$ cat src/rtl/bb_ext_arbiter.sv
// Round-robin arbiter for the shared external blackbone memory port.
// Grants are registered single-cycle transactions. Read data is steered back to
// the issuing requester through a fixed-latency ID pipeline.
// Optional build macro BB_ARB_STATS_EN adds per-requester saturating grant counters
// (grant_cnt_o) with a synchronous clear (stats_clr_i).
module bb_ext_arbiter #(
  parameter int unsigned NUM_REQ = 4,
  parameter int unsigned ADDR_W  = 32,
  parameter int unsigned DATA_W  = 32,
  parameter int unsigned MEM_LAT = 2
) (
  input  logic                      clk,
  input  logic                      rst_n,
  input  logic [NUM_REQ-1:0]        req_en_i,
  input  logic [NUM_REQ-1:0]        req_we_i,
  input  logic [NUM_REQ*ADDR_W-1:0] req_addr_i,
  input  logic [NUM_REQ*DATA_W-1:0] req_din_i,
  output logic [NUM_REQ-1:0]        req_gnt_o,
  output logic [NUM_REQ-1:0]        req_rvalid_o,
  output logic [DATA_W-1:0]         req_dout_o,
  output logic [ADDR_W-1:0]         bb_addr_o,
  output logic [DATA_W-1:0]         bb_din_o,
  output logic                      bb_en_o,
  output logic                      bb_we_o,
  input  logic [DATA_W-1:0]         bb_dout_i,
`ifdef BB_ARB_STATS_EN
  input  logic                      stats_clr_i,
  output logic [NUM_REQ*16-1:0]     grant_cnt_o,
`endif
  output logic                      busy_o
);

  localparam int unsigned IdW = (NUM_REQ > 1) ? $clog2(NUM_REQ) : 1;

  logic [NUM_REQ-1:0]              gnt_q, gnt_d;
  logic [NUM_REQ-1:0]              eligible;
  logic [IdW-1:0]                  rr_q, rr_d;
  logic [IdW-1:0]                  win_idx, id_q;
  logic                            win_found;
  logic [IdW:0]                    sum;
  logic [IdW:0]                    rr_inc;
  logic                            en_q, we_q;
  logic [ADDR_W-1:0]               addr_q;
  logic [DATA_W-1:0]               din_q;
  logic [MEM_LAT-1:0]              pipe_vld_q;
  logic [MEM_LAT-1:0][IdW-1:0]     pipe_id_q;
  logic [NUM_REQ-1:0]              rvalid_q, rvalid_d;
  logic [DATA_W-1:0]               dout_q;

  // The requester seeing its grant this cycle still holds en, so it is masked.
  assign eligible = req_en_i & ~gnt_q;

  // Winner search: first eligible index at or after rr_q, wrapping modulo NUM_REQ.
  always_comb begin
    win_found = 1'b0;
    win_idx   = '0;
    sum       = '0;
    for (int k = 0; k < NUM_REQ; k++) begin
      sum = {1'b0, rr_q} + (IdW+1)'(k);
      if (sum >= (IdW+1)'(NUM_REQ)) sum = sum - (IdW+1)'(NUM_REQ);
      if (!win_found && eligible[sum[IdW-1:0]]) begin
        win_found = 1'b1;
        win_idx   = sum[IdW-1:0];
      end
    end
  end

  // Grant vector and next round-robin pointer.
  always_comb begin
    gnt_d  = '0;
    rr_d   = rr_q;
    rr_inc = {1'b0, win_idx} + (IdW+1)'(1);
    if (win_found) begin
      gnt_d[win_idx] = 1'b1;
      rr_d = (rr_inc == (IdW+1)'(NUM_REQ)) ? '0 : rr_inc[IdW-1:0];
    end
  end

  // Shared-port transaction register; payload holds when nobody wins.
  always_ff @(posedge clk or negedge rst_n) begin
    if (!rst_n) begin
      gnt_q  <= '0;
      rr_q   <= '0;
      id_q   <= '0;
      en_q   <= 1'b0;
      we_q   <= 1'b0;
      addr_q <= '0;
      din_q  <= '0;
    end else begin
      gnt_q <= gnt_d;
      rr_q  <= rr_d;
      en_q  <= win_found;
      if (win_found) begin
        id_q   <= win_idx;
        we_q   <= req_we_i[win_idx];
        addr_q <= req_addr_i[int'(win_idx)*ADDR_W +: ADDR_W];
        din_q  <= req_din_i[int'(win_idx)*DATA_W +: DATA_W];
      end
    end
  end

  // Read ID pipeline: stage 0 loads while bb_en_o is high, the last stage lines
  // up with the cycle in which bb_dout_i is valid.
  always_ff @(posedge clk or negedge rst_n) begin
    if (!rst_n) begin
      pipe_vld_q <= '0;
      pipe_id_q  <= '0;
    end else begin
      pipe_vld_q[0] <= en_q & ~we_q;
      pipe_id_q[0]  <= id_q;
      for (int k = 1; k < MEM_LAT; k++) begin
        pipe_vld_q[k] <= pipe_vld_q[k-1];
        pipe_id_q[k]  <= pipe_id_q[k-1];
      end
    end
  end

  // Decode the exiting ID into a one-hot rvalid.
  always_comb begin
    rvalid_d = '0;
    if (pipe_vld_q[MEM_LAT-1]) rvalid_d[pipe_id_q[MEM_LAT-1]] = 1'b1;
  end

  // Register the return strobe and data.
  always_ff @(posedge clk or negedge rst_n) begin
    if (!rst_n) begin
      rvalid_q <= '0;
      dout_q   <= '0;
    end else begin
      rvalid_q <= rvalid_d;
      if (pipe_vld_q[MEM_LAT-1]) dout_q <= bb_dout_i;
    end
  end

`ifdef BB_ARB_STATS_EN
  logic [NUM_REQ-1:0][15:0] cnt_q;

  // Saturating per-requester grant counters; clear wins over increment.
  always_ff @(posedge clk or negedge rst_n) begin
    if (!rst_n) begin
      cnt_q <= '0;
    end else begin
      for (int i = 0; i < NUM_REQ; i++) begin
        if (stats_clr_i) cnt_q[i] <= '0;
        else if (gnt_d[i] && (cnt_q[i] != 16'hFFFF)) cnt_q[i] <= cnt_q[i] + 16'd1;
      end
    end
  end

  assign grant_cnt_o = cnt_q;
`endif

  assign req_gnt_o    = gnt_q;
  assign req_rvalid_o = rvalid_q;
  assign req_dout_o   = dout_q;
  assign bb_addr_o    = addr_q;
  assign bb_din_o     = din_q;
  assign bb_en_o      = en_q;
  assign bb_we_o      = we_q;
  assign busy_o       = (|gnt_q) | (|pipe_vld_q);

endmodule

$ cat config.mk
export PLATFORM = sky130hd
export DESIGN_NAME = bb_ext_arbiter
export DESIGN_NICKNAME = d
export VERILOG_FILES = /design/src/rtl/bb_ext_arbiter.sv
export SDC_FILE = /design/constraint.sdc
export NUM_CORES = 1
export LEC_CHECK = 0
export CORE_AREA = 5 5 153 155
export CTS_CLUSTER_DIAMETER = 200
export CTS_CLUSTER_SIZE = 16
export DETAILED_ROUTE_END_ITERATION = 10
export DIE_AREA = 0 0 158 160
export DONT_BUFFER_PORTS = 1
export MAX_ROUTING_LAYER = met4
export PLACE_DENSITY_LB_ADDON = 0.05
export SYNTH_ARGS = -nofsm -noshare
export SYNTH_HDL_FRONTEND = slang
export SYNTH_SLANG_ARGS = --single-unit
$ cat constraint.sdc
create_clock -name clk -period 3.3 [get_ports clk]
set_input_delay 0.495 -clock clk [delete_from_list [all_inputs] [get_ports clk]]
set_output_delay 0.495 -clock clk [all_outputs]
set_load 0.02 [all_outputs]
# Yosys cells after proc, flatten, opt, wreduce, memory -nomap -nowiden
# Index checks and enable logic that the tools add are counted.
dict set report totals {
  regBits 116
  out_inout_bits 107
  in_bits 298
  elab_cells 79
}
dict set report op_classes {
  n_reduce_logical 10
  addsub 8
  order_cmp 12
  n_mux 29
  n_shift 2
  n_eq_ne 1
  n_bitwise 5
}
# operator count
set op_table {}
lappend op_table {{128-bit by 8-bit variable part select with 32-bit output} 2}
lappend op_table {{2-bit by 3-bit less-than comparator with 1-bit output (second input constant)} 6}
lappend op_table {{2-bit two-way mux} 9}
lappend op_table {{1-bit two-way mux} 11}
lappend op_table {{1-bit binary-select mux with 2-bit select} 5}
lappend op_table {{3-bit greater-or-equal comparator (second input constant)} 3}
lappend op_table {{4-bit two-way mux} 2}
lappend op_table {{2-bit by 1-bit subtractor with 2-bit output (second input constant)} 4}
lappend op_table {{2-bit by 1-bit adder with 3-bit output (second input constant)} 2}
lappend op_table {{2-bit by 2-bit adder with 3-bit output (second input constant)} 2}
lappend op_table {{1-bit logical AND} 5}
lappend op_table {{4-bit AND} 1}
lappend op_table {{1-bit demux with 2-bit select} 2}
lappend op_table {{2-bit by 1-bit greater-or-equal comparator with 1-bit output (second input constant)} 2}
lappend op_table {{4-bit inverter} 1}
lappend op_table {{4-bit OR reduction} 1}
lappend op_table {{3-bit == test (second input constant)} 1}
lappend op_table {{2-bit by 3-bit greater-or-equal comparator with 1-bit output (second input constant)} 1}
lappend op_table {{1-bit logical NOT} 3}
lappend op_table {{2-bit OR reduction} 1}
lappend op_table {{1-bit AND} 1}
lappend op_table {{1-bit inverter} 1}
lappend op_table {{1-bit OR} 1}

# Longest topological paths before layout
# Gate-level depths: netlist of run 1.
dict set report logic_depth {
  ltp_word 19
  mapped_depth 9
  depth_no_buf 7
}

# Worst setup path before layout of run 1
# No wires, ideal clock.
dict set report synth_path {
  path_kind {in2reg}
  startpoint {input req_en_i[0]}
  endpoint {register rr_q[1]}
  slack_ns 1.371
  arrival_time_ns 1.807
  path_buffers 2
  cell_stages 9
  path_cell_list {nor2b_2 > a21o_1 > a21oi_1 > o22a_1 > clkbuf_1 > buf_2 > ha_1 > nand2_1 > o21ai_1}
}
dict set report synth_via {
  elab_chain_len 16
}
# element line_no
set synth_lines {}
lappend synth_lines {{start, declared} 14} ;# input logic [NUM_REQ-1:0] req_en_i,
lappend synth_lines {{4-bit AND *} 51} ;# assign eligible = req_en_i & ~gnt_q;
lappend synth_lines {{1-bit binary-select mux with 2-bit select} 61} ;# if (!win_found && eligible[sum[IdW-1:0]]) begin
lappend synth_lines {{1-bit two-way mux (implied by the code)} 61}
lappend synth_lines {{1-bit two-way mux} 61}
lappend synth_lines {{1-bit logical NOT} 61}
lappend synth_lines {{1-bit logical AND} 61}
lappend synth_lines {{1-bit two-way mux} 61}
lappend synth_lines {{1-bit logical NOT} 61}
lappend synth_lines {{1-bit logical AND} 61}
lappend synth_lines {{1-bit two-way mux} 61}
lappend synth_lines {{1-bit logical NOT} 61}
lappend synth_lines {{1-bit logical AND} 61}
lappend synth_lines {{2-bit two-way mux} 61}
lappend synth_lines {{2-bit by 1-bit adder with 3-bit output} 72} ;# rr_inc = {1'b0, win_idx} + (IdW+1)'(1);
lappend synth_lines {{3-bit == test} 75} ;# rr_d = (rr_inc == (IdW+1)'(NUM_REQ)) ? '0 : rr_inc[IdW-1:0];
lappend synth_lines {{2-bit two-way mux} 75}
lappend synth_lines {{end signal, assigned} 91} ;# rr_q <= rr_d;
lappend synth_lines {{end, declared} 37} ;# logic [IdW-1:0] rr_q, rr_d;
# Every way passes the cells marked *; elsewhere a longest branch is shown, timed or not. The select of a mux whose other input is x is not followed.
# A chain may end at the register's enable or synchronous reset.

# Final worst setup path of run 1
dict set report layout_path {
  startpoint {register gnt_q[3], in the netlist req_gnt_o[3]}
  endpoint {register addr_q[7], in the netlist bb_addr_o[7]}
}
dict set report layout_via {
  elab_chain_len 15
}
# element line_no
set layout_lines {}
lappend layout_lines {{start, declared} 35} ;# logic [NUM_REQ-1:0] gnt_q, gnt_d;
lappend layout_lines {{start signal, assigned} 90} ;# gnt_q <= gnt_d;
lappend layout_lines {{4-bit inverter *} 51}
lappend layout_lines {{4-bit AND *} 51}
lappend layout_lines {{1-bit binary-select mux with 2-bit select} 61}
lappend layout_lines {{1-bit two-way mux (implied by the code)} 61}
lappend layout_lines {{1-bit two-way mux} 61}
lappend layout_lines {{1-bit logical NOT} 61}
lappend layout_lines {{1-bit logical AND} 61}
lappend layout_lines {{1-bit two-way mux} 61}
lappend layout_lines {{1-bit logical NOT} 61}
lappend layout_lines {{1-bit logical AND} 61}
lappend layout_lines {{1-bit two-way mux} 61}
lappend layout_lines {{1-bit logical NOT} 61}
lappend layout_lines {{1-bit logical AND} 61}
lappend layout_lines {{2-bit two-way mux} 61}
lappend layout_lines {{128-bit by 8-bit variable part select with 32-bit output} 96} ;# addr_q <= req_addr_i[int'(win_idx)*ADDR_W +: ADDR_W];
lappend layout_lines {{end signal, assigned} 96}
lappend layout_lines {{end, declared} 43} ;# logic [ADDR_W-1:0] addr_q;
# Marks and branches as above.

==> run metrics, run 1 <==
Mapped Area 6190 um2; biggest area contributors in the synthesized netlist dfrtp_1, mux2i_1, a32oi_1; layout net count 846; max-capacitance violation count 0; leading cell type in the layout, fill and taps excluded dfrtp_1; power per unit of standard cell area 1250 nW/um2; outcome finished clean; data required time at the worst endpoint 3.57 ns; HP Class in2async; Final Instance Count excl. Fillers 841; Detailed Route WL 22.4 mm; Data arrival, critical path 2.67 ns; placer's final routability congestion estimate 0.798; pin count of the biggest net entering global routing 135; total count of max-transition violations in the final report 0; Most used DFF post-synth dfrtp_1; RSZ-0062 raised after global routing no; share of post-route cells with drive strength above 1 15.0%; post_cts resized 0; Peak Freq 417 MHz; average wire per cell in the routed design 26.6 um; CTS buffer count 17; Pre-Repair DR Iteration Count 5; worst clock skew 0.00944 ns; row count 54; total die area 25,300 um2; number of flip-flops and latches in the synthesized netlist 116; starting density of the core 28.5%; actual slew at the worst max-slew pin 0.757 ns; post-CTS setup buffer count 0; signed area change from the synthesized netlist to the final layout 12.3%; initial antenna violation count 1; Static Leak 2.75 nW; final setup fails 0; Filler Cell Count 2,224; clock-pin slew on the worst setup and hold paths 0.06 ns; TritonCTS clock tree yes; grt total ovfl 0; depth of the CTS H-tree 4; synthesized netlist cell count 575; Worst-Skew Late Latency 0.41 ns; Core Footprint 21,700 um2; largest area contributor in the synthesized netlist dfrtp_1; mean cell area of the mapped netlist 10.8 um2; count of input and output buffers 0; Root Buffer clkbuf_16; most frequent cells in the layout dfrtp_1, nand2_1, o211ai_1; Pwr Total 8.66 mW; number of global-route vias before repair 5,229; number of nets with antenna violations after routing 0; Synth top area share 46.9%; largest fanout on the critical path 76; initial detailed-routing violation count 276; I/O pins 405; global-route wire length before repair 32.2 mm; worst max-slew margin expressed relative to the limit 49.5%; category of the most critical setup path reg2reg; number of warnings reported in the yosys synthesis log 0; proportion of synthesized flip-flops having asynchronous set or reset 100%; synthesized netlist net count 874; placement-stage worst setup slack 0.950 ns; setup slack of the critical path after layout 0.899 ns; time the worst path needs with I/O delays and setup 2.40 ns; global routing usage summed across all routing layers 17.1%; overall die width 158 um; Cell Count Post-Placement 807; endpoint class of the critical path flop; critical path startpoint category flop; residual DRC count 0; IR Drop Worst-Case VDD 0.646 mV; number of flops mapped to enable cells by yosys 0; Cell variety after synth 35; via count normalized by instance count 5.85; chip height 160 um; proportion of synthesized chip area in sequential cells 46.9%; final hold vios 0; vias post-DR 4,917; count of clock tree sinks 116; maximum buffer depth of the clock tree 2; half-perimeter wire length after placement 16.0 mm; share of the clock period used by the worst path 72.7%; sum of negative setup slack 0 ns
state kept, by name, indices dropped and copies added, names as in the netlist:
register,cells
bb_din_o,32
bb_addr_o,32
req_rvalid_o,4
pipe_vld_q,2
bb_we_o,1
req_gnt_o,4
id_q,2
req_dout_o,32
rr_q,2
bb_en_o,1
pipe_id_q,4
where the power goes:
part,switching [mW],internal [mW]
registers,1.52,2.15
logic,1.83,1.30
clock network,0.722,1.14
total,4.07,4.59
cell type report:
cell class / instances / area (um2) / area share (%)
clock buffer: 18 / 439 / 6.32
inverter: 4 / 15.0 / 0.216
clock inverter: 14 / 154 / 2.22
tap: 280 / 350 / 5.05
timing repair buffer: 9 / 125 / 1.80
sequential: 116 / 2900 / 41.8
multi-input combinational: 399 / 2960 / 42.6
antenna: 1 / 2.50 / 0.0360
critical path, cell delays in order, from the launching register on:
cell	delay [ns]
dfrtp_1	0.52
nand2b_1	0.24
nand2_1	0.12
or3_4	0.60
buf_12	0.30
o211ai_1	0.24
a32oi_1	0.13
through the flow:
step                      hold WS (ns)  utilization (%)  cell area [um2]
after floorplan                  0.199                -             6190
final                           0.0152             32.0             6940
after global routing            0.0689             32.0             6940
after detailed placement         0.203             29.1             6320
after CTS                       0.0679             32.0             6940
after global placement           0.203             29.1             6320
worst paths after layout:
path / cells after the start / start / end / slack (ns)
max: 6 / req_gnt_o[3]$_DFF_PN0_ / bb_addr_o[7]$_DFFE_PN0P_ / 0.90
min: 1 / rst_n / req_dout_o[0]$_DFFE_PN0P_ / 0.02
max reg2reg: 6 / req_gnt_o[3]$_DFF_PN0_ / bb_addr_o[7]$_DFFE_PN0P_ / 0.90
min reg2reg: 0 / pipe_id_q[0]$_DFF_PN0_ / pipe_id_q[2]$_DFF_PN0_ / 0.35
max in group asynchronous: 1 / rst_n / bb_din_o[28]$_DFFE_PN0P_ / 2.78
min in group clk: 1 / bb_dout_i[26] / req_dout_o[26]$_DFFE_PN0P_ / 0.24
repair_timing:
action | CTS | global route
endpoints found under the hold margin | 116 | 0
setup endpoints to repair | 0 | 0
hold buffers | 1 | 0
routing by layer:
metal | track usage [%] | vias up | wire [um]
met5 | - | - | 0
met1 | 18.5 | 2430 | 7880
li1 | - | 2167 | -
met2 | 30.0 | 289 | 11800
met4 | 5.93 | 0 | 563
met3 | 4.76 | 31 | 2100
kinds of logic after synthesis:
| kind of cell | count (synthesis) | synth area share, % |
|---|---|---|
| compound gates | 207 | 23.8 |
| flops | 116 | 46.9 |
| mux | 97 | 16.3 |
| simple gates | 94 | 6.92 |
| buf+inv | 60 | 5.80 |
| fa+ha+maj | 1 | 0.202 |
cells in the mapped netlist, types with 2 or more instances:
cell,instances
a211oi_2,2
o21ai_0,63
clkbuf_1,22
o21ai_1,6
nand2_1,70
clkbuf_4,5
buf_6,9
and3_1,2
mux2_2,32
o211ai_1,66
inv_1,3
dfrtp_1,116
nand2b_1,2
nor2b_1,4
buf_4,9
buf_2,11
mux2i_1,65
a32oi_1,65
nor3b_2,2
nor2_1,6
Power figures use the tool's default switching activity.
==> run 2: changes to the inputs <==
--- a/config.mk
+++ b/config.mk
@@ -5,6 +5,7 @@
 export SDC_FILE = /design/constraint.sdc
 export NUM_CORES = 1
 export LEC_CHECK = 0
+export ABC_AREA = 1
 export CORE_AREA = 5 5 153 155
 export CTS_CLUSTER_DIAMETER = 200
 export CTS_CLUSTER_SIZE = 16
==> constraint.sdc (replaced) <==
create_clock -name clk -period 2.44 [get_ports clk]
set_input_delay 0.366 -clock clk [delete_from_list [all_inputs] [get_ports clk]]
set_output_delay 0.366 -clock clk [all_outputs]
set_load 0.02 [all_outputs]
==> run 2 against run 1 <==
Net effect: the flow now finishes with violations (negative hold slack); highest routed layer unchanged; sequential power grew 37%; sequential cell count is the same; non-clock buffer count grew 13; via count grew 40%; synthesized area grew 12%; wire length grew 18%; cell count grew 44%; largest power group is now combinational cells; hold slack lost 0.37 ns; clock power grew 33%; synthesized cell count grew 69%; setup slack lost 0.72 ns; power grew 110%.
==> run metrics, run 2 <==
Cell variety after synth 26 (-26%); RR Startpoint rr_q[0]$_DFFE_PN0P_; synthesized netlist net count 1,270 (+45%); chip height 160 um (unchanged); max-capacitance violation count 0 (unchanged); setup slack of the critical path after layout 0.176 ns (-0.723 ns); endpoint class of the critical path flop; total die area 25,300 um2 (unchanged); biggest area contributors in the synthesized netlist dfrtp_1, nand2_1, nand3_1; Static Leak 3.69 nW (+34%); depth of the CTS H-tree 4 (unchanged); number of warnings reported in the yosys synthesis log 0 (unchanged); clock-pin slew on the worst setup and hold paths 0.06 ns (about the same); vias post-DR 6,889 (+40%); HP Class in2async; power per unit of standard cell area 2370 nW/um2 (+90%); failing checks negative hold slack; synthesized netlist cell count 971 (+69%); share of post-route cells with drive strength above 1 7.51% (-7.5 points); time the worst path needs with I/O delays and setup 2.26 ns (-0.137 ns); post-CTS setup buffer count 0 (unchanged); critical path startpoint category flop; final hold vios 116 (+116); average wire per cell in the routed design 21.8 um (-18%); leading cell type in the layout, fill and taps excluded nand2_1; proportion of synthesized flip-flops having asynchronous set or reset 100% (unchanged); outcome finished, violations left; number of flops mapped to enable cells by yosys 0 (unchanged); mean cell area of the mapped netlist 7.14 um2 (-34%); via count normalized by instance count 5.67 (-3.0%); Root Buffer clkbuf_16; Core Footprint 21,700 um2 (unchanged); stage delay of the slowest cell on the critical path 0.49 ns (-0.11 ns); largest fanout on the critical path 76 (unchanged); pin count of the biggest net entering global routing 117 (-13%); half-perimeter wire length after placement 19.1 mm (+19%); I/O pins 405 (unchanged); Mapped Area 6930 um2 (+12%); count of clock tree sinks 116 (unchanged); cells along the critical path inv_4 > nand3_1 > nand3_1 > nand2_2 > nand2_2 > nand2_1 > nand2_4 > buf_12 > nand4_1 > nand3_1 > nand3_1 > nand2_1; Data arrival, critical path 2.61 ns (-0.06 ns); Pre-Repair DR Iteration Count 5 (unchanged); Peak Freq 442 MHz (+6.0%); grt total ovfl 0 (unchanged); number of flip-flops and latches in the synthesized netlist 116 (unchanged); share of the clock period used by the worst path 92.8% (+20 points); placer's final routability congestion estimate 0.875 (+9.6%); category of the most critical setup path reg2reg; total count of max-transition violations in the final report 0 (unchanged); IR Drop Worst-Case VDD 1.06 mV (+64%); count of input and output buffers 0 (unchanged); critical path's slowest cell dfrtp_2; worst clock skew 0.00995 ns (+0.000512 ns); layout net count 1,218 (+44%); global routing usage summed across all routing layers 20.4% (+3.3 points); final setup fails 0 (unchanged); CTS buffer count 17 (unchanged); most frequent cells in the layout nand2_1, nand3_1, nand4_1; proportion of synthesized chip area in sequential cells 41.9% (-5.0 points); RSZ-0062 raised after global routing no; most frequent cell after synthesis nand2_1; Synth top area share 41.9% (-5.0 points); Worst-Skew Late Latency 0.41 ns (about the same); Reg2Reg Depth 12 (+6); cell repeated most along the worst path nand3_1; sum of negative setup slack 0 ns (unchanged); data required time at the worst endpoint 2.79 ns (-0.78 ns); worst max-slew margin expressed relative to the limit 32.1% (-17 points); setup slack on the worst flop-to-flop path 0.18 ns (-0.72 ns); tightest hold margin -0.356 ns (-0.371 ns); maximum buffer depth of the clock tree 2 (unchanged); starting density of the core 32.0% (+3.4 points); overall die width 158 um (unchanged); Detailed Route WL 26.5 mm (+18%); Most used DFF post-synth dfrtp_1; initial detailed-routing violation count 540 (+96%); initial antenna violation count 3 (+2); placement-stage worst setup slack 0.125 ns (-0.825 ns); actual slew at the worst max-slew pin 1.01 ns (+0.255 ns); row count 54 (unchanged); residual DRC count 0 (unchanged); leading post-synthesis cells by instance count nand2_1, nand3_1, nand4_1; largest area contributor in the synthesized netlist dfrtp_1; signed area change from the synthesized netlist to the final layout 11.8%; TritonCTS clock tree yes; global-route wire length before repair 39.4 mm (+22%); number of nets with antenna violations after routing 0 (unchanged); end of the worst register-to-register path bb_din_o[12]$_DFFE_PN0P_; number of global-route vias before repair 6,979 (+33%)
==> run 2: cell types whose count changed in the layout (fill, tap and decap cells not counted), moves of 5 or more <==
| cell | change |
|---|---|
| a32oi_1 | -65 |
| o211ai_1 | -66 |
| o21ai_1 | -5 |
| nand3_1 | +210 |
| mux2_2 | -32 |
| nand4_1 | +131 |
| nand2_1 | +311 |
| inv_6 | +6 |
| buf_12 | +10 |
| o21ai_0 | -62 |
| mux2i_1 | -65 |
| inv_1 | +7 |
==> run 2: report_power, final <==
part	leakage (nW)	internal [mW]	switching, mW
clock network	0.282	1.44	1.02
registers	1.38	3.07	1.94
logic	2.03	3.72	7.14
==> run 2: critical path, delay by kind of cell, from the launching register on <==
kind                   cells  cell delay [ns]
buffers and inverters      2             0.40
flip-flops                 1             0.49
AND/OR/NAND/NOR           10             1.21
==> run 2: timing repair <==
item	CTS	global route
setup endpoints to repair	0	67
gates resized for setup	0	2
hold endpoints to repair	116	116
==> run 2: metal layers <==
metal | global-route usage, % | share of wire (%) | vias up
met5 | - | 0 | -
met4 | 7.06 | 2.7 | 0
met3 | 6.68 | 9.6 | 38
met2 | 33.6 | 50 | 365
met1 | 23.4 | 38 | 3249
li1 | - | - | 3237
==> run 2: through the flow <==
stage               std cells  hold slack, ns  instance area [um2]  power (mW)  utilization (%)
detailed placement       1180          0.0736                 7160        16.1             33.0
CTS                      1212          -0.380                 7730        18.6             35.7
global route             1215          -0.394                 7750        20.1             35.7
floorplan                 971          0.0704                 6930        13.1                -
finish                   1215          -0.356                 7750        18.3             35.7
global placement         1180          0.0741                 7160        15.8             33.0
==> run 2: layout make-up <==
type	count	area, um2
antenna	3	7.51
clock buffer	17	425
clock inverter	15	154
fill	2291	13900
inverter	15	58.8
multi-input combinational	747	3500
sequential	116	2900
tap	280	350
timing repair buffer	22	348
==> run 2: how the worst max path moves through the flow <==
stage	cells past startpoint	from	end
finish	12	rr_q[0]$_DFFE_PN0P_	bb_din_o[12]$_DFFE_PN0P_
global route	14	rr_q[0]$_DFFE_PN0P_	bb_din_o[16]$_DFFE_PN0P_
CTS	9	rr_q[0]$_DFFE_PN0P_	bb_din_o[6]$_DFFE_PN0P_
detailed placement	9	rr_q[0]$_DFFE_PN0P_	bb_addr_o[17]$_DFFE_PN0P_
global placement	14	rr_q[0]$_DFFE_PN0P_	bb_din_o[16]$_DFFE_PN0P_
floorplan	12	req_gnt_o[3]$_DFF_PN0_	rr_q[1]$_DFFE_PN0P_
==> run 2: logic make-up after synthesis <==
group,count (synthesis),synth area share (%)
and+or+nand+nor,743,49.8
DFF,116,41.9
buffers and inverters,108,7.94
AOI/OAI and AO/OA,3,0.235
adders and majority gates,1,0.181
==> run 3: changes to the inputs <==
--- a/config.mk
+++ b/config.mk
@@ -6,14 +6,14 @@
 export NUM_CORES = 1
 export LEC_CHECK = 0
 export ABC_AREA = 1
-export CORE_AREA = 5 5 153 155
+export CORE_AREA = 2 2 159 161
+export CTS_BUF_LIST = sky130_fd_sc_hd__clkbuf_4
 export CTS_CLUSTER_DIAMETER = 200
 export CTS_CLUSTER_SIZE = 16
 export DETAILED_ROUTE_END_ITERATION = 10
-export DIE_AREA = 0 0 158 160
+export DIE_AREA = 0 0 161 163
 export DONT_BUFFER_PORTS = 1
 export MAX_ROUTING_LAYER = met4
-export PLACE_DENSITY_LB_ADDON = 0.05
 export SYNTH_ARGS = -nofsm -noshare
 export SYNTH_HDL_FRONTEND = slang
 export SYNTH_SLANG_ARGS = --single-unit
==> run 3 against run 2 <==
Net effect: the flow still finishes with violations (negative hold slack); hold slack got worse by 0.12 ns; critical path depth decreased by 1; sequential cell count unchanged; first-iteration DRC count increased by 11%; clock power decreased by 42%; cell count increased by 7.5%; setup slack improved by 0.021 ns; non-clock buffer count increased by 38; highest routed layer unchanged.
==> run metrics, run 3 (synthesis results as in run 2) <==
outcome finished, violations left; failing checks negative hold slack; Switching Power 9.83 mW (-2.7%); critical path startpoint category flop; initial detailed-routing violation count 602 (+11%); final setup fails 0 (unchanged); actual slew at the worst max-slew pin 0.385 ns (-0.628 ns); maximum buffer depth of the clock tree 2 (unchanged); family with the most delay on the worst path simple AND/OR/NAND/NOR gates; count of input and output buffers 0 (unchanged); signed area change from the synthesized netlist to the final layout 13.7%; fraction of the core area covered by cells at the end of the flow 31.9% (-3.8 points); count of clock tree sinks 116 (unchanged); clock network fraction of total power 8.4% (-5.0 points); Peak Freq 446 MHz (+0.92%); critical path's slowest cell dfrtp_2; sum of negative setup slack 0 ns (unchanged); residual DRC count 0 (unchanged); placement-stage worst setup slack 0.142 ns (+0.0169 ns); depth of the CTS H-tree 4 (unchanged); Switching Share 57.2% (+2.1 points); clock-pin slew on the worst setup and hold paths 0.13 ns (+0.07 ns); placer's final routability congestion estimate 0.825 (-5.7%); global-route wire length before repair 37.0 mm (-6.1%); post-layout instance area 7880 um2 (+1.7%); Data arrival, critical path 2.66 ns (+0.05 ns); Static Leak 3.72 nW (+0.74%); I/O pins 405 (unchanged); leading cell type in the layout, fill and taps excluded nand2_1; CTS buffer count 17 (unchanged); Seq pwr share 28.6% (+1.3 points); Detailed Route WL 24.8 mm (-6.4%); RSZ-0062 raised after global routing no; Core Footprint 24,700 um2 (+14%); max-capacitance violation count 0 (unchanged); starting density of the core 28.1% (-3.9 points); time the worst path needs with I/O delays and setup 2.24 ns (-0.0207 ns); power per unit of standard cell area 2180 nW/um2 (-7.8%); TritonCTS clock tree yes; post-CTS setup buffer count 0 (unchanged); Cell Count Post-Placement 1,234 (+4.6%); total count of max-transition violations in the final report 0 (unchanged); most frequent cells in the layout nand2_1, nand3_1, nand4_1; Pwr Total 17.2 mW (-6.3%); Pre-Repair DR Iteration Count 6 (+1); largest fanout on the critical path 47 (-38%); Comb pwr share 63.0% (+3.8 points); row count 58 (+7.4%); layout net count 1,256 (+3.1%); total die area 26,200 um2 (+3.8%); number of global-route vias before repair 6,519 (-6.6%); stage delay of the slowest cell on the critical path 0.51 ns (+0.02 ns); via count normalized by instance count 5.41 (-4.7%); category of the most critical setup path reg2reg; global routing usage summed across all routing layers 18.5% (-1.9 points); IR Drop Worst-Case VDD 0.925 mV (-13%); grt total ovfl 0 (unchanged); placed inst area 7250 um2 (+1.3%); HP Class in2async; overall die width 161 um (+1.9%); vias post-DR 7,060 (+2.5%); cells along the critical path nand3_1 > nand3_1 > nand2_1 > nand3_1 > nor3_2 > nor2_4 > inv_2 > buf_12 > nand3_1 > nand3_1 > nand2_1; quantity of hold-fixing buffers added after cts 34; half-perimeter wire length after placement 17.0 mm (-11%); Root Buffer clkbuf_4; setup slack of the critical path after layout 0.197 ns (+0.0207 ns); number of nets with antenna violations after routing 0 (unchanged); Final Instance Count excl. Fillers 1,306 (+7.5%); tightest hold margin -0.474 ns (-0.118 ns); share of the clock period used by the worst path 91.9% (-0.85 points); average wire per cell in the routed design 19.0 um (-13%); worst clock skew 0.0248 ns (+0.0149 ns); cell internal power dissipation 7.36 mW (-11%); share of post-route cells with drive strength above 1 7.63% (+0.12 points); data required time at the worst endpoint 2.85 ns (+0.06 ns); chip height 163 um (+1.9%); Buf/Inv on CP 2 (unchanged); initial antenna violation count 6 (+3); Filler Cell Count 2,635 (+15%); pin count of the biggest net entering global routing 117 (unchanged); final hold vios 116 (unchanged); worst max-slew margin expressed relative to the limit 74.4% (+42 points); cell repeated most along the worst path nand3_1; endpoint class of the critical path flop; Worst-Skew Late Latency 0.53 ns (+0.12 ns)
-- run 3: path summary, 6_finish.rpt --
path / startpoint / end / slack [ns] / cells past startpoint
worst max-delay path: rr_q[0]$_DFFE_PN0P_ / bb_din_o[15]$_DFFE_PN0P_ / 0.20 / 11
worst max register to register: rr_q[0]$_DFFE_PN0P_ / bb_din_o[15]$_DFFE_PN0P_ / 0.20 / 11
min in group clk: req_addr_i[75] / bb_addr_o[11]$_DFFE_PN0P_ / 0.08 / 4
max in group asynchronous: rst_n / rr_q[0]$_DFFE_PN0P_ / 2.73 / 0
worst min-delay path: rst_n / bb_din_o[19]$_DFFE_PN0P_ / -0.47 / 0
worst min register to register: pipe_id_q[1]$_DFF_PN0_ / pipe_id_q[3]$_DFF_PN0_ / 0.34 / 0
-- run 3: routing by layer --
layer,global-route usage [%],routed length [um],up-vias
met5,-,0,-
met4,8.36,912,0
met3,5.73,2080,51
met2,29.5,11800,369
met1,21.6,9950,3333
li1,-,-,3307
-- run 3: worst register-to-register path: stages, from the launching register on --
cell and delay, ns:
dfrtp_2 0.51, nand3_1 0.19, nand3_1 0.11, nand2_1 0.25
nand3_1 0.14, nor3_2 0.20, nor2_4 0.07, inv_2 0.10
buf_12 0.22, nand3_1 0.19, nand3_1 0.10, nand2_1 0.06
-- run 3: timing repair --
item	CTS	global route
setup endpoints to repair	0	54
hold endpoints to repair	150	116
resized for setup	0	1
-- run 3: layout make-up --
cell class              instances  area, um2  share of cell area [%]
repair buffers                 60        711                    9.02
clock buffers                  18        135                    1.71
flip-flops and latches        116       2900                    36.8
clock inverters                14        143                    1.81
diodes                          6       15.0                   0.190
multi-input cells             747       3500                    44.4
inverters                      15       58.8                   0.746
well taps                     330        413                    5.24
-- run 3: power groups by stage --
stage,clock network (mW),logic [mW],registers [mW]
2_1_floorplan,0,8.43,4.68
3_3_place_gp,0,10.6,4.96
3_5_place_dp,0,10.9,4.95
4_1_cts,1.53,10.9,4.93
5_1_grt,1.61,12.3,5.03
6_report,1.44,10.8,4.92
